`config.mk`:
```
export PLATFORM = sky130hd
export DESIGN_NAME = shift_seq_ctrl_flat
export DESIGN_NICKNAME = d
export VERILOG_FILES = /design/src/rtl/shift_seq_ctrl_if.sv /design/src/rtl/shift_seq_ctrl.sv /design/src/flat_wrapper.sv
export SDC_FILE = /design/constraint.sdc
export NUM_CORES = 1
export LEC_CHECK = 0
export BUFFER_PORTS_ARGS = -buffer_cell sky130_fd_sc_hd__buf_2
export CAP_MARGIN = 20
export CORE_MARGIN = 2
export CORE_UTILIZATION = 30
export CTS_CLUSTER_SIZE = 12
export DETAILED_ROUTE_END_ITERATION = 12
export SLEW_MARGIN = 20
export SYNTH_ARGS = -nofsm -noshare
export SYNTH_HDL_FRONTEND = slang
export SYNTH_SLANG_ARGS = --single-unit
```
`constraint.sdc`:
```
create_clock -name clk_i -period 2.5 [get_ports clk_i]
set_clock_uncertainty 0.1 [all_clocks]
set_input_delay 0.5 -clock clk_i [delete_from_list [all_inputs] [get_ports clk_i]]
set_output_delay 0.5 -clock clk_i [all_outputs]
set_load 0.01 [all_outputs]
```
`src/rtl/shift_seq_ctrl_if.sv`:
```
// Command and response handshake bundle between a bus-side command source
// and the shift_seq_ctrl sequencer.
interface shift_seq_ctrl_if #(
   parameter int WIDTH = 8,
   parameter int LEN_W = $clog2(WIDTH + 1)
);
   logic             cmd_valid_i;
   logic             cmd_ready_o;
   logic [WIDTH-1:0] cmd_data_i;
   logic [LEN_W-1:0] cmd_len_i;
   logic             cmd_dir_i;
   logic             rsp_valid_o;
   logic             rsp_ready_i;
   logic [WIDTH-1:0] rsp_data_o;

   modport master (
      output cmd_valid_i, cmd_data_i, cmd_len_i, cmd_dir_i, rsp_ready_i,
      input  cmd_ready_o, rsp_valid_o, rsp_data_o
   );

   modport slave (
      input  cmd_valid_i, cmd_data_i, cmd_len_i, cmd_dir_i, rsp_ready_i,
      output cmd_ready_o, rsp_valid_o, rsp_data_o
   );
endinterface

```
`src/rtl/shift_seq_ctrl.sv`:
```
// Sequencer for one shift_reg: takes a command, loads the register, issues a
// paced burst of shift enables, then hands the shifted word back.
module shift_seq_ctrl #(
   parameter int WIDTH = 8,
   parameter int DIV   = 4,
   parameter int LEN_W = $clog2(WIDTH + 1)
) (
   input  logic             clk_i,
   input  logic             rst_i,
   shift_seq_ctrl_if.slave  bus,
   input  logic             abort_i,
   output logic             busy_o,
   output logic             sr_load_o,
   output logic             sr_en_o,
   output logic             sr_dir_o,
   output logic [WIDTH-1:0] sr_parallel_o,
   input  logic [WIDTH-1:0] sr_data_i
);
   localparam int               DIV_W    = (DIV > 1) ? $clog2(DIV) : 1;
   localparam logic [DIV_W-1:0] DIV_LAST = DIV_W'(DIV - 1);
   localparam logic [LEN_W-1:0] LEN_MAX  = LEN_W'(WIDTH);

   typedef enum logic [1:0] {IDLE, LOAD, SHIFT, RESP} state_t;

   state_t           state;
   logic [LEN_W-1:0] cnt;
   logic [LEN_W-1:0] len_q;
   logic [DIV_W-1:0] div;
   logic             dir_q;
   logic [WIDTH-1:0] data_q;
   logic             cmd_ready_q;
   logic             rsp_valid_q;
   logic             busy_q;
   logic             load_q;
   logic             en_q;

   // Every control output is registered alongside the state so that nothing
   // depends combinationally on the handshake inputs. The shift enable is
   // therefore computed one cycle ahead from the divider's next value.
   always_ff @(posedge clk_i) begin
      if (rst_i) begin
         state       <= IDLE;
         cnt         <= '0;
         len_q       <= '0;
         div         <= '0;
         dir_q       <= 1'b0;
         data_q      <= '0;
         cmd_ready_q <= 1'b1;
         rsp_valid_q <= 1'b0;
         busy_q      <= 1'b0;
         load_q      <= 1'b0;
         en_q        <= 1'b0;
      end else if (state != IDLE && (abort_i || (state == RESP && bus.rsp_ready_i))) begin
         state       <= IDLE;
         cnt         <= '0;
         div         <= '0;
         cmd_ready_q <= 1'b1;
         rsp_valid_q <= 1'b0;
         busy_q      <= 1'b0;
         load_q      <= 1'b0;
         en_q        <= 1'b0;
      end else begin
         case (state)
            IDLE: begin
               if (bus.cmd_valid_i) begin
                  dir_q       <= bus.cmd_dir_i;
                  data_q      <= bus.cmd_data_i;
                  len_q       <= (bus.cmd_len_i > LEN_MAX) ? LEN_MAX : bus.cmd_len_i;
                  state       <= LOAD;
                  cmd_ready_q <= 1'b0;
                  busy_q      <= 1'b1;
                  load_q      <= 1'b1;
               end
            end
            LOAD: begin
               load_q <= 1'b0;
               div    <= '0;
               cnt    <= '0;
               if (len_q != '0) begin
                  state <= SHIFT;
                  en_q  <= (DIV_LAST == '0);
               end else begin
                  state       <= RESP;
                  rsp_valid_q <= 1'b1;
               end
            end
            SHIFT: begin
               // The cycle with div at its last value is the one carrying the pulse
               if (div == DIV_LAST) begin
                  div <= '0;
                  cnt <= cnt + 1'b1;
                  if (cnt == len_q - 1'b1) begin
                     state       <= RESP;
                     en_q        <= 1'b0;
                     rsp_valid_q <= 1'b1;
                  end else begin
                     en_q <= (DIV_LAST == '0);
                  end
               end else begin
                  div  <= div + 1'b1;
                  en_q <= (div + 1'b1 == DIV_LAST);
               end
            end
            RESP: begin
            end
            default: state <= IDLE;
         endcase
      end
   end

   assign bus.cmd_ready_o = cmd_ready_q;
   assign bus.rsp_valid_o = rsp_valid_q;
   assign bus.rsp_data_o  = rsp_valid_q ? sr_data_i : '0;
   assign busy_o          = busy_q;
   assign sr_load_o       = load_q;
   assign sr_en_o         = en_q;
   assign sr_dir_o        = dir_q;
   assign sr_parallel_o   = data_q;
endmodule

```
`src/flat_wrapper.sv`:
```
// flat-port wrapper written by rule: the top's interface ports become plain ports
module shift_seq_ctrl_flat 
#(
   parameter int WIDTH = 8,
   parameter int DIV   = 4,
   parameter int LEN_W = $clog2(WIDTH + 1)
)
  (clk_i, rst_i, abort_i, busy_o, sr_load_o, sr_en_o, sr_dir_o, sr_parallel_o, sr_data_i, bus_cmd_valid_i, bus_cmd_data_i, bus_cmd_len_i, bus_cmd_dir_i, bus_rsp_ready_i, bus_cmd_ready_o, bus_rsp_valid_o, bus_rsp_data_o);
  shift_seq_ctrl_if #(.WIDTH(WIDTH), .LEN_W(LEN_W)) bus_i ();
  input  logic clk_i;
  input  logic rst_i;
  input  logic abort_i;
  output logic busy_o;
  output logic sr_load_o;
  output logic sr_en_o;
  output logic sr_dir_o;
  output logic [WIDTH-1:0] sr_parallel_o;
  input  logic [WIDTH-1:0] sr_data_i;
  input wire logic [$bits(bus_i.cmd_valid_i)-1:0] bus_cmd_valid_i;
  input wire logic [$bits(bus_i.cmd_data_i)-1:0] bus_cmd_data_i;
  input wire logic [$bits(bus_i.cmd_len_i)-1:0] bus_cmd_len_i;
  input wire logic [$bits(bus_i.cmd_dir_i)-1:0] bus_cmd_dir_i;
  input wire logic [$bits(bus_i.rsp_ready_i)-1:0] bus_rsp_ready_i;
  output wire logic [$bits(bus_i.cmd_ready_o)-1:0] bus_cmd_ready_o;
  output wire logic [$bits(bus_i.rsp_valid_o)-1:0] bus_rsp_valid_o;
  output wire logic [$bits(bus_i.rsp_data_o)-1:0] bus_rsp_data_o;
  assign bus_i.cmd_valid_i = bus_cmd_valid_i;
  assign bus_i.cmd_data_i = bus_cmd_data_i;
  assign bus_i.cmd_len_i = bus_cmd_len_i;
  assign bus_i.cmd_dir_i = bus_cmd_dir_i;
  assign bus_i.rsp_ready_i = bus_rsp_ready_i;
  assign bus_cmd_ready_o = bus_i.cmd_ready_o;
  assign bus_rsp_valid_o = bus_i.rsp_valid_o;
  assign bus_rsp_data_o = bus_i.rsp_data_o;
  shift_seq_ctrl #(.WIDTH(WIDTH), .DIV(DIV), .LEN_W(LEN_W)) u_core (.clk_i(clk_i), .rst_i(rst_i), .bus(bus_i), .abort_i(abort_i), .busy_o(busy_o), .sr_load_o(sr_load_o), .sr_en_o(sr_en_o), .sr_dir_o(sr_dir_o), .sr_parallel_o(sr_parallel_o), .sr_data_i(sr_data_i));
endmodule
```
* Word-level counts from Yosys, hierarchy flattened
Index checks and enable logic that the tools add are counted.
** Cells by class
- $add $sub $neg :: 3
- $lt $le $gt $ge :: 1
- Equal/unequal tests :: 11
- Muxes and demuxes :: 20
- Bitwise logic cells :: 1
- Reduce and logical (&&, ||, !) cells :: 17
** Operators by type and width (count)
- == test 2 bit (second input constant) :: 4
- 2-to-1 mux 2 bit :: 4
- 2-to-1 mux 4 bit :: 2
- 2-to-1 mux 8 bit :: 1
- case mux 4 bit (2 select lines) :: 1
- AND reduction 2 bit :: 4
- AND reduction 4 bit :: 2
- 2-to-1 mux 1 bit :: 7
- inequality test 2 x 1 -> 1 bit (second input constant) :: 3
- case mux 1 bit (2 select lines) :: 3
- case mux 2 bit (3 select lines) :: 1
- nonzero test 2 bit :: 3
- adder 4 x 1 -> 4 bit (second input constant) :: 1
- == test 4 bit :: 1
- > comparator 4 bit (second input constant) :: 1
- inequality test 2 bit (second input constant) :: 2
- case mux 2 bit (2 select lines) :: 1
- nonzero test 4 bit :: 1
- subtractor 4 x 1 -> 4 bit (second input constant) :: 1
- AND reduction 3 bit :: 1
- nonzero test 3 bit :: 1
- adder 2 x 1 -> 2 bit (second input constant) :: 1
- == test 2 x 1 -> 1 bit (second input constant) :: 1
- logical AND 1 bit :: 2
- 4 further kinds :: 4
** Word-level totals
- Flip-flop bits (word level) :: 26
- Logic and storage cells :: 64

* Longest topological paths before layout
Gate-level depths: netlist (run 1).
- Depth after elaboration :: 6
- Gate-level depth with buffers :: 7

* Worst setup path after synthesis (run 1)
OpenSTA, ideal clock, no wires.
- Path type :: register -> register
- Start :: register u_core.len_q[0]
- End :: register u_core.state[0]
- Library setup time :: 123 ps
- Arrival :: 1708 ps
- Slack :: 568 ps
- Cell stages (with the launch flop) :: 7
- Path buffers :: 0
- Cell sequence :: dfxtp_1 > inv_1 > ha_1 > xnor2_1 > o31a_1 > a211oi_2 > mux2_1
** On the way
- Cells in the longest elaborated chain, start to end :: 4
- Elaborated cells on any way between the ends :: 7
- Classes of those cells :: 1 x add/sub; 2 x eq/ne; 2 x mux; 2 x reduce/logical
** Ends and longest elaborated chain
- from (decl) :: RTL line shift_seq_ctrl.sv:27 : logic [LEN_W-1:0] len_q;
- from (signal assigned) :: RTL line shift_seq_ctrl.sv:68 : len_q <= (bus.cmd_len_i > LEN_MAX) ? LEN_MAX : bus.cmd_len_i;
- subtractor 4 x 1 -> 4 bit :: RTL line shift_seq_ctrl.sv:92 : if (cnt == len_q - 1'b1) begin
- == test 4 bit :: RTL line shift_seq_ctrl.sv:92
- inequality test 2 x 1 -> 1 bit (no line)
- AND reduction 4 bit (no line)
- to (signal assigned) :: RTL line shift_seq_ctrl.sv:83 : state <= RESP;
- to (signal assigned) :: RTL line shift_seq_ctrl.sv:93 : state <= RESP;
- to (signal assigned) :: RTL line shift_seq_ctrl.sv:106 : default: state <= IDLE;
- to (decl) :: RTL line shift_seq_ctrl.sv:25 : state_t state;
Several ways; a longest one is shown, not always the timed one.
A chain may end at the register's enable or synchronous reset.

* Worst setup path after layout (run 1)
- Start :: register u_core.state[0]
- End :: register u_core.state[0]
** On the way
- Cells in the longest elaborated chain, start to end :: 5
- Elaborated cells on any way between the ends :: 15
- Classes of those cells :: 6 x eq/ne; 1 x mux; 8 x reduce/logical
** Ends and longest elaborated chain
- from (signal assigned) :: RTL line shift_seq_ctrl.sv:42 : state <= IDLE;
- from (signal assigned) :: RTL line shift_seq_ctrl.sv:54 : state <= IDLE;
- from (signal assigned) :: RTL line shift_seq_ctrl.sv:69 : state <= LOAD;
- == test 2 bit :: RTL line shift_seq_ctrl.sv:53 : end else if (state != IDLE && (abort_i || (state == RESP && bus.rsp_ready_i))) begin
- logical AND 1 bit :: RTL line shift_seq_ctrl.sv:53
- logical OR 1 bit :: RTL line shift_seq_ctrl.sv:53
- logical AND 1 bit :: RTL line shift_seq_ctrl.sv:53
- OR reduction 2 bit (no line)
Several ways; a longest one is shown, not always the timed one.

==> impl_metrics.toml, run 1 <==
[pwr]
p_leak_uw = 0.000740
clock_power_share = 0.239
internal-power_uw = 940
worst_ir_drop_vdd_mv = 0.376
power.share.switching = 0.355
power.share.sequential = 0.364
combPwrFrac = 0.397
powerDensity_nw_per_um2 = 882
power_switching_uw = 518

[sta]
slew_headroom = 0.558
layout_worst_path_cycle_share = 0.820
fin_setup_tns_ns = 0
rsz_0062_raised_after_global_routing = "no"
max_clock_freq_mhz = 488
hold_ws_ns = 0.347
timing_worst_slew_pin_value_ns = 0.663
period_minus_slack_ns = 2.05
drv_slew = 0
final_hold_viol_count = 0
setup_viol_count_final = 0
setup_slack_ns = 0.450

[die]
die_area_um2 = 4860
num_io_pins = 48
core-area_um2 = 4090
start_util = 0.317
die_h_um = 69.7
placementRows = 23
die_width_um = 69.7

[route]
routed_wire_length_per_instance_um = 11.1
postRouteAntennaNets = 0
drt_iter0_drc = 58
route.detailed.drc = 0
vias = 1164
detailedRoute.firstPassIterationCount = 4
wirelength_um = 2810
viasPerCell = 4.60

[yosys]
yosys_warnings = 0
synth_nets = 190
postSynthCellCount = 156
yosys-top-cells-count = "nand2_1 (33), dfxtp_1 (26), a21oi_1 (22), nor2_1 (12)"
synth_ff_type = "dfxtp_1"
netlist_area_um2 = 1290
ys_top_cells_by_area = "dfxtp_1 (40%), nand2_1 (9.6%), a21oi_1 (8.5%)"
post_synth_num_cell_types = 32
syn_area_per_cell_um2 = 8.30
ys_seq_area_frac = 0.402
synth.ff_latch_count = 26
synth_most_common_cell = "nand2_1"
synth_edf_count = 0
synth.largest_area_cell = "dfxtp_1"
post-synth-top-area-fraction = 0.402
async_reset_ff_frac = 0

[critical_path]
critical_path_arrival_ns = 2.11
slowest_delay_ns = 0.40
worst-setup-path-type = "flop to flop"
critical_path.endpoint_type = "flop"
crit_required_ns = 2.57
startpoint_type = "flop"
crit_slowest_cell = "or2_2"
worst_path_dominant_cell_family = "simple AND/OR/NAND/NOR gates"
crit_chain = "inv_1 -> ha_1 -> or2_2 -> o211ai_1 -> a211oi_2 -> mux2_1"
cp_max_fo = 13
crit_buf_inv = 1

[grt]
grt_use_total = 0.117
grt_first_pass_wirelength_um = 4680
vias_in_the_first_global_route = 1041
grt_antenna_before_repair = 0
grt_overflow = 0
pin_count_of_the_biggest_net_entering_global_routing = 16

[cts]
htree_num_levels = 1
clock_latency_ns = 0.27
clock_sink_count = 26
cts-buffers-inserted = 3
tritoncts = "done"
post-cts-setup-buffer-count = 0
clk_transition_reported_paths_ns = 0.09
cts-root-to-sink-buffers = 2
cts.root.buffer_cell = "clkbuf_8"
cells_resized_by_post_cts_repair = 0
cts-hold-fix-buffers = 0

[flow_run]
max_cap_violations = 0

[outcome]
status = "completed"

[placement]
hpwlAfterDp_um = 2160
numPortBuffers = 47
placer_s_final_routability_congestion_estimate = 0.810
pre_cts_slack_ns = 0.475

[worst_hold_path]
hold_crit_path_type = "flop to flop"

[cells_and_area]
antenna-diode-count = 0
share_of_final_layout_standard_cells_stronger_than_drive_strength_1 = 0.276
syn_to_final_growth_pct = 27.6
design.final.nets = 238
[final cells by class]
class	instances	area, um^2
repair buffers	48	243
clock buffers	3	41.3
clock inverters	1	30.0
multi-input cells	119	733
flip-flops and latches	26	520
fillers	430	2430
well taps	50	62.6
inverters	6	22.5
[cells in the final DEF (no fill, tap or decap), types with 2 or more instances in the layout]
cell,count
mux2i_1,3
xnor2_1,4
inv_1,6
and2_1,8
nand3b_1,4
ha_1,8
nand3_1,2
nor2_1,12
a21oi_1,22
nand2b_1,3
o21bai_1,2
buf_2,47
clkbuf_8,3
a31oi_1,2
nand2_1,33
dfxtp_1,26
[logic make-up (layout without fill, tap and decap cells)]
| group | after synthesis | in the layout | synth area share |
|---|---|---|---|
| AOI/OAI and AO/OA | 33 | 33 | 0.157 |
| xor gates and xnor gates | 5 | 5 | 0.0454 |
| adders and majority gates | 8 | 8 | 0.0773 |
| buffers and inverters | 11 | 58 | 0.0319 |
| DFF | 26 | 26 | 0.402 |
| muxes | 4 | 4 | 0.0319 |
| and+or+nand+nor | 69 | 69 | 0.254 |
[flip-flops by register name (all words and copies together) (netlist names)]
| register | flops |
|---|---|
| u_core.bus.cmd_ready_o | 1 |
| u_core.bus.rsp_valid_o | 1 |
| u_core.busy_o | 1 |
| u_core.cnt | 4 |
| u_core.div | 2 |
| u_core.len_q | 4 |
| u_core.sr_dir_o | 1 |
| u_core.sr_en_o | 1 |
| u_core.sr_load_o | 1 |
| u_core.sr_parallel_o | 8 |
| u_core.state | 2 |
[per-layer routing]
metal / vias up / share of wire / global-route usage
li1: 617 / - / -
met1: 513 / 0.47 / 0.155
met3: 4 / 0.041 / 0.0160
met4: 0 / 0.012 / 0.0513
met5: - / 0 / 0
met2: 30 / 0.48 / 0.189
[power by group through the flow]
stage | Clock [uW] | Sequential [uW] | Combinational (uW)
final | 348 | 531 | 579
after global routing | 377 | 545 | 651
after CTS | 359 | 532 | 585
after detailed placement | 0 | 543 | 582
after global placement | 0 | 540 | 580
after floorplan | 0 | 557 | 392
[worst register-to-register path, cell delays in order, from the launching register on]
cell      delay, ns
dfxtp_1        0.37
inv_1          0.09
ha_1           0.37
or2_2          0.40
o211ai_1       0.21
a211oi_2       0.08
mux2_1         0.33
[stage by stage]
step	std cells	util	instance area (um^2)	total power, uW
finish	253	0.404	1650	1460
global route	253	0.404	1650	1570
CTS	253	0.404	1650	1480
detailed placement	249	0.387	1580	1120
global placement	249	0.387	1580	1120
floorplan	156	-	1290	949
[final timing paths]
path,slack [ns],from,depth (start not counted),end
min reg2reg,0.35,u_core.bus.cmd_ready_o,2,u_core.bus.cmd_ready_o
min,0.35,u_core.bus.cmd_ready_o,2,u_core.bus.cmd_ready_o
max reg2reg,0.45,u_core.state[0],6,u_core.state[0]
max,0.45,u_core.state[0],6,u_core.state[0]
Note: power is estimated with default switching activity, not from simulation.
==> run 2, diff against run 1 <==
- ABC_AREA: not set -> 1
- clock period: 2.5 -> 1.95 ns (I/O delays scaled with it)
==> run 2 against run 1 <==
  * Area after synthesis rose by 1.1%
  * Sequential cell count did not move
  * Worst setup slack got worse by 0.21 ns
  * Non-clock buffer count rose by 2
  * Cell count rose by 15%
  * Register-to-register slack got worse by 0.21 ns
  * Count of clock-buffer cells in the layout did not move
  * Die area rose by 1.0%
  * Global-route usage rose by 0.57 points
  * Synthesized cell count rose by 20%
  * Clock power rose by 30%
==> impl_metrics.toml, run 2 <==
[cts]
clk_transition_reported_paths_ns = 0.10
cts-root-to-sink-buffers = 2
cts-buffers-inserted = 3
cts.root.buffer_cell = "clkbuf_8"
htree_num_levels = 1
post-cts-setup-buffer-count = 0
clock_latency_ns = 0.28
cts-hold-fix-buffers = 0
cells_resized_by_post_cts_repair = 0
clock_sink_count = 26
tritoncts = "done"

[yosys]
synth_nets = 221
synth.ff_latch_count = 26
yosys-top-cells-count = "nand2_1 (36), nor2_1 (35), inv_1 (27), dfxtp_1 (26), o21ai_0 (14)"
async_reset_ff_frac = 0
ys_top_cells_by_area = "dfxtp_1 (40%), nand2_1 (10%), nor2_1 (10%)"
synth_most_common_cell = "nand2_1"
postSynthCellCount = 187
synth.largest_area_cell = "dfxtp_1"
post-synth-top-area-fraction = 0.398
synth_ff_type = "dfxtp_1"
netlist_area_um2 = 1310
ys_seq_area_frac = 0.398
synth_edf_count = 0
syn_area_per_cell_um2 = 7.00
yosys_warnings = 0
post_synth_num_cell_types = 25

[critical_path]
critical_path_arrival_ns = 1.78
startpoint_type = "flop"
worst-setup-path-type = "flop to flop"
crit_required_ns = 2.02
cp_max_fo = 4
critical_path.endpoint_type = "flop"

[sta]
setup_viol_count_final = 0
slew_headroom = 0.773
timing_worst_slew_pin_value_ns = 0.341
period_minus_slack_ns = 1.71
final_hold_viol_count = 0
rsz_0062_raised_after_global_routing = "no"
layout_worst_path_cycle_share = 0.875
drv_slew = 0
max_clock_freq_mhz = 586
fin_setup_tns_ns = 0

[placement]
numPortBuffers = 47
hpwlAfterDp_um = 2270
placer_s_final_routability_congestion_estimate = 0.805

[pwr]
power.share.switching = 0.380
clock_power_share = 0.226
powerDensity_nw_per_um2 = 1180
internal-power_uw = 1240
combPwrFrac = 0.415
power.share.sequential = 0.359
worst_ir_drop_vdd_mv = 0.320
power_switching_uw = 760
p_leak_uw = 0.000908

[grt]
grt_first_pass_wirelength_um = 4940
pin_count_of_the_biggest_net_entering_global_routing = 16
vias_in_the_first_global_route = 1143
grt_overflow = 0
grt_antenna_before_repair = 0
grt_use_total = 0.122

[die]
die_width_um = 70.1
die_area_um2 = 4910
die_h_um = 70.1
placementRows = 24
core-area_um2 = 4260
start_util = 0.307
num_io_pins = 48

[route]
vias = 1259
postRouteAntennaNets = 0
viasPerCell = 4.34
drt_iter0_drc = 66
route.detailed.drc = 0
detailedRoute.firstPassIterationCount = 4
wirelength_um = 2850
routed_wire_length_per_instance_um = 9.83

[cells_and_area]
layout.cells.most_common_list = "buf_2 (47), nand2_1 (36), nor2_1 (35), inv_1 (27), dfxtp_1 (26)"
mostFrequentLayoutCell = "buf_2"
largest_register_ff_count = 8
design.final.nets = 273
final.fill_count = 462
share_of_final_layout_standard_cells_stronger_than_drive_strength_1 = 0.290
final_util = 0.396
antenna-diode-count = 0
syn_to_final_growth_pct = 29.2

[worst_hold_path]
hold_crit_path_type = "input port to flop"

[flow_run]
max_cap_violations = 0

[outcome]
status = "completed"
## run 2: cell types whose count changed in the layout (fill, tap and decap cells not counted), sizes merged, moves of 6 or more
cell   change
inv       +24
nor2      +24
a21oi     -16
o21ai     +15
and2       -9
nand2      +8
nand3      +6
## run 2: kinds of logic after synthesis
family | share of synthesized area
adder cells (fa/ha/maj) | 0.0765
AND/OR/NAND/NOR | 0.294
AO/OA/AOI/OAI | 0.119
buffers and inverters | 0.0985
XOR/XNOR | 0.0134
flip-flops | 0.398
## run 2: final cells by class
cell class,count,area [um^2],share of cell area
Sequential cell,26,520,0.308
Inverter,31,116,0.0688
Multi-Input combinational cell,127,659,0.390
Tap cell,52,65.1,0.0385
Timing Repair Buffer,50,258,0.152
Clock inverter,1,30.0,0.0178
Clock buffer,3,41.3,0.0244
## run 2: power by group through the flow
stage	clock network, uW	logic, uW	registers, uW
final	452	829	718
after global routing	485	958	734
after CTS	459	840	719
after detailed placement	0	837	732
after global placement	0	836	729
after floorplan	0	560	744
## run 2: metal layers
metal  part of all wire  global-route usage  routed length (um)  vias to the layer above
met4              0.015              0.0449                  42                        0
met1               0.48               0.153                1360                      543
met2               0.46               0.210                1310                       30
met5                  0                   0                   0                        -
li1                   -                   -                   -                      682
met3              0.047              0.0231                 134                        4
## run 2: path summary, 6_finish.rpt
check                                            start                     end  slack (ns)  cells after the start
worst max-delay path                   u_core.len_q[0]         u_core.state[0]        0.24                     12
worst min-delay path                             rst_i         u_core.len_q[2]        0.23                      2
worst max register to register         u_core.len_q[0]         u_core.state[0]        0.24                     12
worst min register to register  u_core.bus.cmd_ready_o  u_core.bus.cmd_ready_o        0.35                      2
## run 2: stage by stage
stage	hold slack, ns	setup WS [ns]	cell area [um^2]	instances	power [uW]
2_1_floorplan	0.362	0.423	1310	187	1300
3_3_place_gp	0.343	0.251	1620	286	1570
3_5_place_dp	0.344	0.276	1620	286	1570
4_1_cts	0.230	0.249	1690	290	2020
5_1_grt	0.233	0.0383	1690	290	2180
6_report	0.235	0.245	1690	290	2000
## run 2: worst max-delay path, stage by stage, from the launching register on
cell and delay, ns:
dfxtp_1 0.41, inv_1 0.08, ha_1 0.31, inv_1 0.06, nand2_1 0.04, nand2_1 0.05
nand2_1 0.04, nor2_1 0.09, nand2_1 0.06, nand2_1 0.12, nand3_2 0.10, nor2_1 0.09
nor2_1 0.05
==> run 3, diff against run 2 <==
- CORE_UTILIZATION: 30 -> 48
- PLACE_DENSITY: not set -> 0.78
==> run 3 against run 2 <==
  * Die area fell by 36%
  * Cell count shrank 7.9%
  * Sequential cell count is the same
  * Sequential power about the same
  * Core utilization up 25 points
  * Count of clock-buffer cells in the layout rose by 1
  * Combinational power is essentially flat
  * Worst hold slack worse by 0.050 ns
  * Critical endpoint unchanged
  * First-iteration DRC count is 11% lower
==> impl_metrics.toml, run 3 (synthesis results as in run 2) <==
[outcome]
status = "completed"

[placement]
hpwlAfterDp_um = 2090
place.detailed.instances = 263
placer_s_final_routability_congestion_estimate = 0.785
numPortBuffers = 47
placed_area_um2 = 1580

[worst_hold_path]
hold_crit_path_type = "input port to flop"
holdPathStages = 2
worstHoldStart = "rst_i"
hold_end = "u_core.len_q[2]"

[cells_and_area]
largest_register_ff_count = 8
final_util = 0.642
design.final.nets = 272
layout.cells.most_common_list = "buf_2 (47), nand2_1 (36), nor2_1 (35), inv_1 (27), dfxtp_1 (26)"
syn_to_final_growth_pct = 23.8
antenna-diode-count = 0
share_of_final_layout_standard_cells_stronger_than_drive_strength_1 = 0.287
layout.cell_area.non_filler_um2 = 1620
final.fill_count = 255
final_cells = 267
mostFrequentLayoutCell = "buf_2"

[grt]
pin_count_of_the_biggest_net_entering_global_routing = 15
grt_overflow = 0
grt_use_met2 = 0.306
grt_first_pass_wirelength_um = 4580
groute.layer.met3.usage = 0.0326
vias_in_the_first_global_route = 1110
grt_use_total = 0.176
grt_busiest_layer = "met2"
met1_usage = 0.226
grt_antenna_before_repair = 0

[sta]
setup_viol_count_final = 0
layout_worst_path_cycle_share = 0.884
rsz_0062_raised_after_global_routing = "no"
fin_setup_tns_ns = 0
final_hold_viol_count = 0
drv_slew = 0
period_minus_slack_ns = 1.72
max_clock_freq_mhz = 580
timing_worst_slew_pin_value_ns = 0.334
slew_headroom = 0.777

[route]
routed_wire_length_per_instance_um = 9.96
postRouteAntennaNets = 0
viasPerCell = 4.72
vias = 1259
wirelength_um = 2660
drt_iter0_drc = 59
route.detailed.drc = 0
detailedRoute.firstPassIterationCount = 4

[pwr]
powerDensity_nw_per_um2 = 1120
power.share.sequential = 0.396
power.share.switching = 0.406
power_switching_uw = 735
worst_ir_drop_vdd_mv = 0.709
clock_power_share = 0.147
combPwrFrac = 0.456
p_leak_uw = 0.000889
internal-power_uw = 1080

[die]
die_h_um = 56.2
die_width_um = 56.2
num_io_pins = 48
placementRows = 18
die_area_um2 = 3160
start_util = 0.519
core-area_um2 = 2520

[critical_path]
critical_path_arrival_ns = 1.85
worst-r2r-setup-slack_ns = 0.23
crit_required_ns = 2.08
crit_slowest_cell = "dfxtp_1"
startpoint_type = "flop"
slowest_delay_ns = 0.41
reg2reg_to = "u_core.state[0]"
worst_path_dominant_cell_family = "simple AND/OR/NAND/NOR gates"
crit_buf_inv = 2
worst-setup-path-type = "flop to flop"
critical_path.endpoint_type = "flop"
reg2regPathDepth = 12
crit_chain = "inv_1 -> ha_1 -> inv_1 -> nand2_1 -> nand2_1 -> nand2_1 -> nor2_1 -> nand2_1 -> nand2_1 -> nand3_2 -> nor2_1 -> nor2_1"
cp_max_fo = 4
worst_r2r_startpoint = "u_core.len_q[0]"
cpMostUsedCell = "nand2_1"

[cts]
htree_num_levels = 1
cts.root.buffer_cell = "clkbuf_4"
tritoncts = "done"
clk_transition_reported_paths_ns = 0.14
cells_resized_by_post_cts_repair = 0
post-cts-setup-buffer-count = 0
cts-root-to-sink-buffers = 2
cts-hold-fix-buffers = 0
clock_latency_ns = 0.31
clock_sink_count = 26
cts-buffers-inserted = 3

[flow_run]
max_cap_violations = 0
## run 3: cell types whose count changed in the layout (fill, tap and decap cells not counted), sizes merged
cell | before | now
bufinv | 1 | 0
buf | 50 | 49
clkbuf | 3 | 4
## run 3: metrics by stage
| stage | hold WS [ns] | worst slack (ns) | total power (uW) |
|---|---|---|---|
| 2_1_floorplan | 0.362 | 0.423 | 1300 |
| 3_3_place_gp | 0.331 | 0.267 | 1550 |
| 3_5_place_dp | 0.336 | 0.269 | 1550 |
| 4_1_cts | 0.174 | 0.231 | 1830 |
| 5_1_grt | 0.171 | 0.0503 | 1980 |
| 6_report | 0.184 | 0.225 | 1810 |
## run 3: routing by layer
layer,wire length (um),part of all wire
met1,1280,0.48
met2,1210,0.46
met3,138,0.052
met4,23,0.0087
met5,0,0
## run 3: cell type report
cell class | instances | area, um^2 | share of cell area
Multi-Input combinational cell | 127 | 659 | 0.407
Inverter | 31 | 116 | 0.0718
Tap cell | 30 | 37.5 | 0.0232
Sequential cell | 26 | 520 | 0.321
Clock buffer | 4 | 36.3 | 0.0224
Timing Repair Buffer | 49 | 250 | 0.154
## run 3: worst register-to-register path, cell delays in order (launching register included)
cell,delay (ns)
dfxtp_1,0.41
inv_1,0.08
ha_1,0.31
inv_1,0.06
nand2_1,0.04
nand2_1,0.06
nand2_1,0.05
nor2_1,0.10
nand2_1,0.06
nand2_1,0.12
nand3_2,0.09
nor2_1,0.10
nor2_1,0.05
## run 3: worst max path at each step
stage               cells after the start               to  slack (ns)       startpoint
finish                                 12  u_core.state[0]        0.23  u_core.len_q[0]
detailed placement                     12  u_core.state[0]        0.27  u_core.len_q[0]
global placement                       12  u_core.state[0]        0.27  u_core.len_q[0]
global route                           12  u_core.state[0]        0.05  u_core.len_q[0]
floorplan                               7    u_core.cnt[2]        0.42  u_core.state[1]
CTS                                    13  u_core.state[0]        0.23  u_core.len_q[0]
## run 3: power groups by stage
stage               sequential, uW  clock [uW]  combinational, uW
floorplan                      744           0                560
global placement               726           0                820
detailed placement             730           0                821
CTS                            717         278                832
global route                   736         304                941
finish                         718         267                827
